### src/rtl/pwm_module.sv
// Counter-compare PWM generator with a clock-enable prescaler and a single clock.
// Define PWM_SHADOW_EN to latch duty_cycle only at period boundaries.
module pwm_module #(
  parameter int unsigned WIDTH = 4,
  parameter int unsigned DIV   = 2
) (
  input  logic             clk,
  input  logic             rst,
  input  logic [WIDTH-1:0] duty_cycle,
  output logic             pwm_out
);

  localparam logic [15:0] PRE_LAST = 16'(DIV - 1);

  logic [15:0]      pre_cnt;
  logic             tick;
  logic [WIDTH-1:0] cnt;
  logic [WIDTH-1:0] duty_eff;

  // With DIV=1 PRE_LAST is 0, so pre_cnt stays at 0 and tick is constant.
  assign tick = (pre_cnt == PRE_LAST);

  always_ff @(posedge clk) begin
    if (rst) begin
      pre_cnt <= '0;
    end else if (tick) begin
      pre_cnt <= '0;
    end else begin
      pre_cnt <= pre_cnt + 16'd1;
    end
  end

  always_ff @(posedge clk) begin
    if (rst) begin
      cnt <= '0;
    end else if (tick) begin
      cnt <= cnt + WIDTH'(1);
    end
  end

`ifdef PWM_SHADOW_EN
  localparam logic [WIDTH-1:0] CNT_LAST = '1;

  logic [WIDTH-1:0] duty_act;
  logic             period_start;

  assign period_start = tick && (cnt == CNT_LAST);

  always_ff @(posedge clk) begin
    if (rst) begin
      duty_act <= '0;
    end else if (period_start) begin
      duty_act <= duty_cycle;
    end
  end

  assign duty_eff = duty_act;
`else
  assign duty_eff = duty_cycle;
`endif

  // Compare runs every clk so duty changes land within one cycle, not one tick.
  always_ff @(posedge clk) begin
    if (rst) begin
      pwm_out <= 1'b0;
    end else begin
      pwm_out <= (cnt < duty_eff);
    end
  end

endmodule

### config.mk
export PLATFORM = sky130hd
export DESIGN_NAME = pwm_module
export DESIGN_NICKNAME = d
export VERILOG_FILES = /design/src/rtl/pwm_module.sv
export SDC_FILE = /design/constraint.sdc
export NUM_CORES = 1
export LEC_CHECK = 0
export ABC_AREA = 1
export CELL_PAD_IN_SITES_DETAIL_PLACEMENT = 0
export CELL_PAD_IN_SITES_GLOBAL_PLACEMENT = 2
export CORE_UTILIZATION = 24
export CTS_CLUSTER_SIZE = 8
export DETAILED_ROUTE_END_ITERATION = 16
export HOLD_SLACK_MARGIN = 0.05
export PLACE_DENSITY = 0.62
export SLEW_MARGIN = 20
export SYNTH_ARGS = -nofsm -noshare
export SYNTH_HDL_FRONTEND = slang
export SYNTH_SLANG_ARGS = --single-unit
### constraint.sdc
create_clock -name clk -period 2.75 [get_ports clk]
set_clock_uncertainty 0.2 [all_clocks]
set_input_delay 0.55 -clock clk [delete_from_list [all_inputs] [get_ports clk]]
set_output_delay 0.55 -clock clk [all_outputs]
set_load 0.03 [all_outputs]
# After elaboration in Yosys (flattened, before gate mapping)
# Cells that the tools add are included.
# word_totals
reg_bits,21
input_bits,6
out_inout_bits,1
elab_cells,8
# op_classes
n_addsub,2
order_cmp,1
n_eq_ne,1
n_reduce_logical,1
# ops
operator,n
"adder 16 x 1 -> 16 bit, second input constant",1
"== test 16 x 1 -> 1 bit, second input constant",1
"adder 4 x 1 -> 4 bit, second input constant",1
less-than comparator 4 bit,1
OR reduction 2 bit,1

# Depth between registers and ports, before layout
# Gate-level depths: netlist (run 1).
# logic_depth
word_depth,2
depth_mapped,9
mapped_depth_nobuf,8

# Worst setup path after synthesis (run 1)
# OpenSTA, ideal clock, no wires.
# synth_timing
path_type,register -> register
startpoint,register pre_cnt[0]
endpoint,register pre_cnt[5]
setup_time_ns,0.115
arrival_ns,1.116
required_ns,2.435
slack_ns,1.319
path_stages_with_launch,8
path_buffers,1
period_less_slack_ns,1.431
cell_sequence,dfxtp_1 ha_1 nand2_1 nor2_2 nand2_2 nand2_4 buf_8 nor2_1
# synth_via
elab_chain_cells,2
elab_cells_between_ends,3
classes_between,add/sub: 1; eq/ne: 1; reduce/logical: 1
# synth_lines
element,line_no,source
start: declaration,15,logic [15:0] pre_cnt;
start signal: assignment,29,pre_cnt <= pre_cnt + 16'd1;
"parallel branches: the longest is 2 deep, another holds adder 16 x 1 -> 16 bit",-,
# Several ways; the timed one is not identified.
# A chain may end at the register's enable or synchronous reset.

# Worst setup path after layout (run 1)
# layout_timing
startpoint,register pwm_out
endpoint,output pwm_out
# layout_rtl
element,line_no,source
start: declaration,10,output logic pwm_out
start signal: assignment,67,pwm_out <= (cnt < duty_eff);
# No word-level cell between the ends.

==> results.ini, run 1 <==
[outcome]
outcome = complete, no violations

[sta]
fmax_mhz = 505.1
relSlewSlack_pct = 79.19
holdWs_ps = 283.1
rsz0062_at_grt = no
layout_min_cycle_time_ps = 1980
hold_viol_final = 0
setup_tns_ps = 0
fin_crit_sh_pct = 72.00
slew_viol_final = 0
finalSetupViolations = 0
worst_pin_slew_ps = 311.2

[final_layout]
final_common_cell = nand2_1
n_antenna_cell = 0
fin_util_pct = 28.55
fin_nets = 204
area_growth_pct = 13.51
drive_gt1_share_pct = 5.236
layout_common_cells = 46 x nand2_1, 45 x nor2_1, 21 x dfxtp_1
fill_cells = 541

[global_routing]
grt_overflow = 0
grt_use_total_pct = 11.52
antenna_found_initial = 0
grt_pass1_wl_mm = 4.629
grt_max_degree = 17
grt_pass1_vias = 1030

[clock_tree]
cts_resized = 0
cts_hold_buf = 0
cts_tree = built
post_cts_buffers = 0
clockBufferDepth = 2
clock_latency_ps = 260
htree_levels = 1
cts.sinks = 21
cts_buffers = 3
clkSlewWorstSetupHoldPaths_ps = 80
root_buffer = clkbuf_8

[synth]
yosys.area.top_type_share_pct = 34.93
yosysUniqueCellTypes = 20
synthTopCellsByArea = dfxtp_1 35%, nand2_1 14%, nor2_1 14%
synth_warnings = 0
synth_nets = 195
synth.yosys.seq_area_share_pct = 34.93
synthCells = 183
synth_area_um2 = 1204
yosysTopAreaCell = dfxtp_1
ys_ff_latch = 21
avgSynthCellArea_um2 = 6.577

[setup_path]
startpoint = pwm_out
cp_slowest_cell = clkdlybuf4s50_1
slowest_delay_ps = 660
cp.arrival_ps = 1230
path_max_fanout = 1
crit_path_end_kind = output port
critical_path.top_delay_family = buffers and inverters
crit_required_ps = 2000
worst-setup-path-type = reg -> out
crit_path_start_kind = flop
path_cells = clkdlybuf4s50_1
path_buf_inv = 1
regToRegStartpoint = pre_cnt[0]

[placement]
place_hpwl_mm = 2.096
port_buffers = 6
gp_congestion = 0.7172

[route]
vias = 1052
routedWlPerCell_um = 10.35
firstDrtPassIters = 4
dr.first_iter.drc_count = 21
via_per_inst = 4.078
antenna_left = 0
routed_wl_mm = 2.670
drt_drc_violations_left = 0

[pwr]
p_per_area_nw_per_um2 = 458.9
total_power_mw = 0.6270
vdd_drop_max_mv = 0.1530
leakagePower_nw = 0.5315

[floorplan]
initial_core_util_pct = 25.15
ios = 7
die_y_um = 72.82
rows = 25
dieArea_um2 = 5303
coreArea_um2 = 4786
die_w_um = 72.82

[hold_path]
hold_class = reg -> reg
min_from = pre_cnt[0]

[job]
drv_cap = 0

[synth_stat cells]
cell type   n
nand2_1    46
nor2_1     45
dfxtp_1    21
inv_1      19
nand3_1    13
a21oi_1     9
ha_1        6
o21ai_0     4
xor2_1      4
nand4_1     3
nand2_2     2
nor2_2      2
xnor2_1     2
a21oi_2     1
buf_6       1
buf_8       1
nand2_4     1
nor2_4      1
nor3_1      1
or2_1       1
[metrics by stage]
step / std cells / setup slack [ps] / cell area, µm²
floorplan: 183 / 1319 / 1204
global placement: 254 / 863.3 / 1321
detailed placement: 254 / 836.6 / 1321
CTS: 258 / 750.0 / 1366
global route: 258 / 730.7 / 1366
finish: 258 / 770.1 / 1366
[area by class of cell]
type / instances / area, µm² / area share (%)
tap: 67 / 83.83 / 6.136
multi-input combinational: 141 / 685.7 / 50.18
clock buffer: 4 / 45.04 / 3.297
sequential: 21 / 420.4 / 30.77
timing repair buffer: 6 / 60.06 / 4.396
inverter: 19 / 71.32 / 5.220
[cells by family (layout without fill, tap and decap cells)]
| family | after synthesis | in the layout | share of synthesized area [%] |
|---|---|---|---|
| AOI/OAI and AO/OA | 14 | 14 | 6.133 |
| xor gates and xnor gates | 6 | 6 | 4.366 |
| adders and majority gates | 6 | 6 | 6.237 |
| buffers and inverters | 21 | 29 | 8.108 |
| DFF | 21 | 21 | 34.93 |
| and+or+nand+nor | 115 | 115 | 40.23 |
[metal layers]
layer,vias to the layer above,global-route usage (%),part of all wire (%),wire (µm)
met5,-,0,0,0
met4,0,4.575,0.94,25
met3,2,1.657,1.3,36
met2,3,19.31,45,1193
met1,457,14.88,53,1415
li1,590,-,-,-
[flip-flops by register name, summed over array words and instances (netlist names)]
register	cells
cnt	4
pwm_out	1
pre_cnt	16
[worst reg2reg max path, cell delays in order, from the launching register on]
cell,delay (ps)
dfxtp_1,400
ha_1,210
nand2_1,80
nor2_1,250
nand2_1,150
o21ai_0,170
a21oi_1,80
[final timing paths]
kind                  to  slack (ps)  cells after the start
max reg2reg  pre_cnt[10]        1100                      6
min           pre_cnt[0]         280                      1
max              pwm_out         770                      1
min reg2reg   pre_cnt[0]         280                      1
[report_power, final]
group	total [mW]	switching (mW)	internal, mW
clock	0.204	0.101	0.103
combinational	0.0919	0.0541	0.0377
sequential	0.331	0.0133	0.318
total	0.627	0.169	0.458
No activity file was read; power rests on OpenSTA's default activity.
==> run 2, diff against run 1 <==
--- a/config.mk
+++ b/config.mk
@@ -12,7 +12,7 @@
 export CTS_CLUSTER_SIZE = 8
 export DETAILED_ROUTE_END_ITERATION = 16
 export HOLD_SLACK_MARGIN = 0.05
-export PLACE_DENSITY = 0.62
+export PLACE_DENSITY = 0.64
 export SLEW_MARGIN = 20
 export SYNTH_ARGS = -nofsm -noshare
 export SYNTH_HDL_FRONTEND = slang
==> constraint.sdc (replaced) <==
create_clock -name clk -period 1.7 [get_ports clk]
set_clock_uncertainty 0.2 [all_clocks]
set_input_delay 0.34 -clock clk [delete_from_list [all_inputs] [get_ports clk]]
set_output_delay 0.34 -clock clk [all_outputs]
set_load 0.03 [all_outputs]
==> results.ini, run 2 (synthesis results as in run 1) <==
[outcome]
outcome = complete, no violations  ; unchanged

[sta]
relSlewSlack_pct = 79.20  ; was 79.19%
rsz0062_at_grt = no  ; unchanged
layout_setup_ws_ps = 185.0  ; was 770.1 ps
finalSetupViolations = 0  ; unchanged
fmax_mhz = 660.1
holdWs_ps = 294.9  ; was 283.1 ps
layout_min_cycle_time_ps = 1515
hold_viol_final = 0  ; unchanged
slew_viol_final = 0  ; unchanged
worst_pin_slew_ps = 313.2  ; was 311.2 ps
fin_crit_sh_pct = 89.12

[route]
drt_drc_violations_left = 0  ; unchanged
dr.first_iter.drc_count = 46  ; was 21
routed_wl_mm = 2.765  ; was 2.670 mm
antenna_left = 0  ; unchanged
via_per_inst = 4.174  ; was 4.078
firstDrtPassIters = 4  ; unchanged
vias = 1106  ; was 1052
routedWlPerCell_um = 10.43  ; was 10.35 µm

[pwr]
p_per_area_nw_per_um2 = 720.9  ; was 458.9 nW/µm²
vdd_drop_max_mv = 0.2221  ; was 0.1530 mV
leakagePower_nw = 0.5731  ; was 0.5315 nW
switching_share_pct = 28.10  ; was 26.90%
switchingPower_mw = 0.2907  ; was 0.1686 mW
p_clk_share_pct = 32.9  ; was 32.6%
pwr-share-seq_pct = 51.6  ; was 52.8%
combPwrFrac_pct = 15.5  ; was 14.6%
p_int_mw = 0.7439  ; was 0.4584 mW

[floorplan]
ios = 7  ; unchanged
rows = 25  ; unchanged
die_w_um = 72.82  ; unchanged
initial_core_util_pct = 25.15  ; unchanged
coreArea_um2 = 4786  ; unchanged
die_y_um = 72.82  ; unchanged
dieArea_um2 = 5303  ; unchanged

[setup_path]
cp_slowest_cell = dfxtp_1  ; was clkdlybuf4s50_1
crit_path_start_kind = flop  ; unchanged
regToRegStartpoint = pre_cnt[1]  ; was pre_cnt[0]
crit_path_end_kind = flop  ; was output port
slowest_delay_ps = 340  ; was 660 ps
ff2ff_path_depth = 7  ; was 6
cp.arrival_ps = 1480  ; was 1230 ps
critical_path.top_delay_family = simple AND/OR/NAND/NOR gates  ; was buffers and inverters
path_cells = inv_1 > ha_1 > nand2_1 > nor2_2 > nand2_2 > nand2_8 > nor2_1  ; was clkdlybuf4s50_1
rr_endpoint = pre_cnt[11]  ; was pre_cnt[10]
cp.depth = 7  ; was 1
crit_required_ps = 1660  ; was 2000 ps
worst-setup-path-type = reg -> reg  ; was reg -> out
path_buf_inv = 1  ; unchanged
r2r_setup_slack_ps = 180  ; was 1100 ps
path_max_fanout = 16  ; was 1

[global_routing]
grt_max_degree = 17  ; unchanged
grt_pass1_vias = 1079  ; was 1030
grt_pass1_wl_mm = 4.823  ; was 4.629 mm
grt_overflow = 0  ; unchanged
grt_use_total_pct = 12.04  ; was 11.52%
antenna_found_initial = 0  ; unchanged

[placement]
place_worst_setup_slack_ps = -17.48  ; was 836.6 ps
place_hpwl_mm = 2.182  ; was 2.096 mm
place_inst = 261  ; was 254
port_buffers = 6  ; unchanged
place_area_um2 = 1374  ; was 1321 µm²
gp_congestion = 0.7398  ; was 0.7172

[clock_tree]
clkSlewWorstSetupHoldPaths_ps = 80  ; about the same
root_buffer = clkbuf_8  ; unchanged
cts_buffers = 3  ; unchanged
htree_levels = 1  ; unchanged
cts_tree = built  ; unchanged
clockBufferDepth = 2  ; unchanged
clock_latency_ps = 260  ; about the same
cts.sinks = 21  ; unchanged

[final_layout]
area.sequential_um2 = 420.4  ; unchanged
top_regs = pre_cnt (16), cnt (4), pwm_out (1)  ; unchanged
fill_cells = 525  ; was 541
largest_reg_flops = 16  ; unchanged
top_register = pre_cnt  ; unchanged
fin_cells = 265  ; was 258
n_antenna_cell = 0  ; unchanged
layout_common_cells = 46 x nand2_1, 44 x nor2_1, 21 x dfxtp_1  ; was 46 x nand2_1, 45 x nor2_1, 21 x dfxtp_1
fin_util_pct = 29.99  ; was 28.55%
fin_nets = 211  ; was 204
final_common_cell = nand2_1  ; unchanged
area_growth_pct = 19.23  ; was 13.51%
stdcell_area_um2 = 1435  ; was 1366 µm²
drive_gt1_share_pct = 9.596  ; was 5.236%
multi_input_area_um2 = 701.9  ; was 685.7 µm²

[hold_path]
worstHoldEndpoint = pre_cnt[14]  ; was pre_cnt[0]
hold_depth = 2  ; was 1
hold_class = reg -> reg  ; unchanged
min_from = pre_cnt[14]  ; was pre_cnt[0]

[job]
drv_cap = 0  ; unchanged

run 2: worst reg2reg max path: cells and delay by family, from the launching register on:
family                   cells  cell delay [ps]
buffers and inverters        1               60
AND/OR/NAND/NOR              5              630
adder cells (fa/ha/maj)      1              180
flip-flops                   1              340
run 2: how the worst max path moves through the flow:
stage	start	endpoint	slack, ps
finish	pre_cnt[1]	pre_cnt[11]	180
global route	pre_cnt[1]	pre_cnt[10]	10
CTS	pre_cnt[1]	pre_cnt[10]	90
detailed placement	duty_cycle[1]	pwm_out	-20
global placement	duty_cycle[3]	pwm_out	20
floorplan	pre_cnt[0]	pre_cnt[6]	270
run 2: repair_timing:
item,4_1_cts,5_1_grt
gates resized for setup,1,3
hold buffers,0,0
setup endpoints to repair,1,14
setup buffers,0,0
run 2: metrics by stage:
stage,power [mW],setup TNS [ps]
floorplan,0.6598,0
global placement,0.7007,0
detailed placement,0.7058,-17.48
CTS,1.049,0
global route,1.104,0
finish,1.035,0
run 2: power groups by stage:
stage	sequential, mW	combinational [mW]	clock, mW
after floorplan	0.546	0.113	0
after global placement	0.545	0.156	0
after detailed placement	0.547	0.159	0
after CTS	0.535	0.158	0.356
after global routing	0.539	0.185	0.379
final	0.534	0.160	0.340
run 2: area by class of cell:
cell class / instances / area share (%)
Tap cell: 67 / 5.841
Multi-Input combinational cell: 141 / 48.91
Clock inverter: 1 / 0.3487
Inverter: 19 / 4.969
Clock buffer: 3 / 2.877
Timing Repair Buffer: 13 / 7.759
Sequential cell: 21 / 29.29
run 2: layer usage:
metal / share of wire, % / track usage, % / vias up
met3: 2.4 / 2.210 / 4
li1: - / - / 599
met5: 0 / 0 / -
met4: 1.4 / 6.100 / 0
met1: 50 / 15.68 / 488
met2: 46 / 19.00 / 15
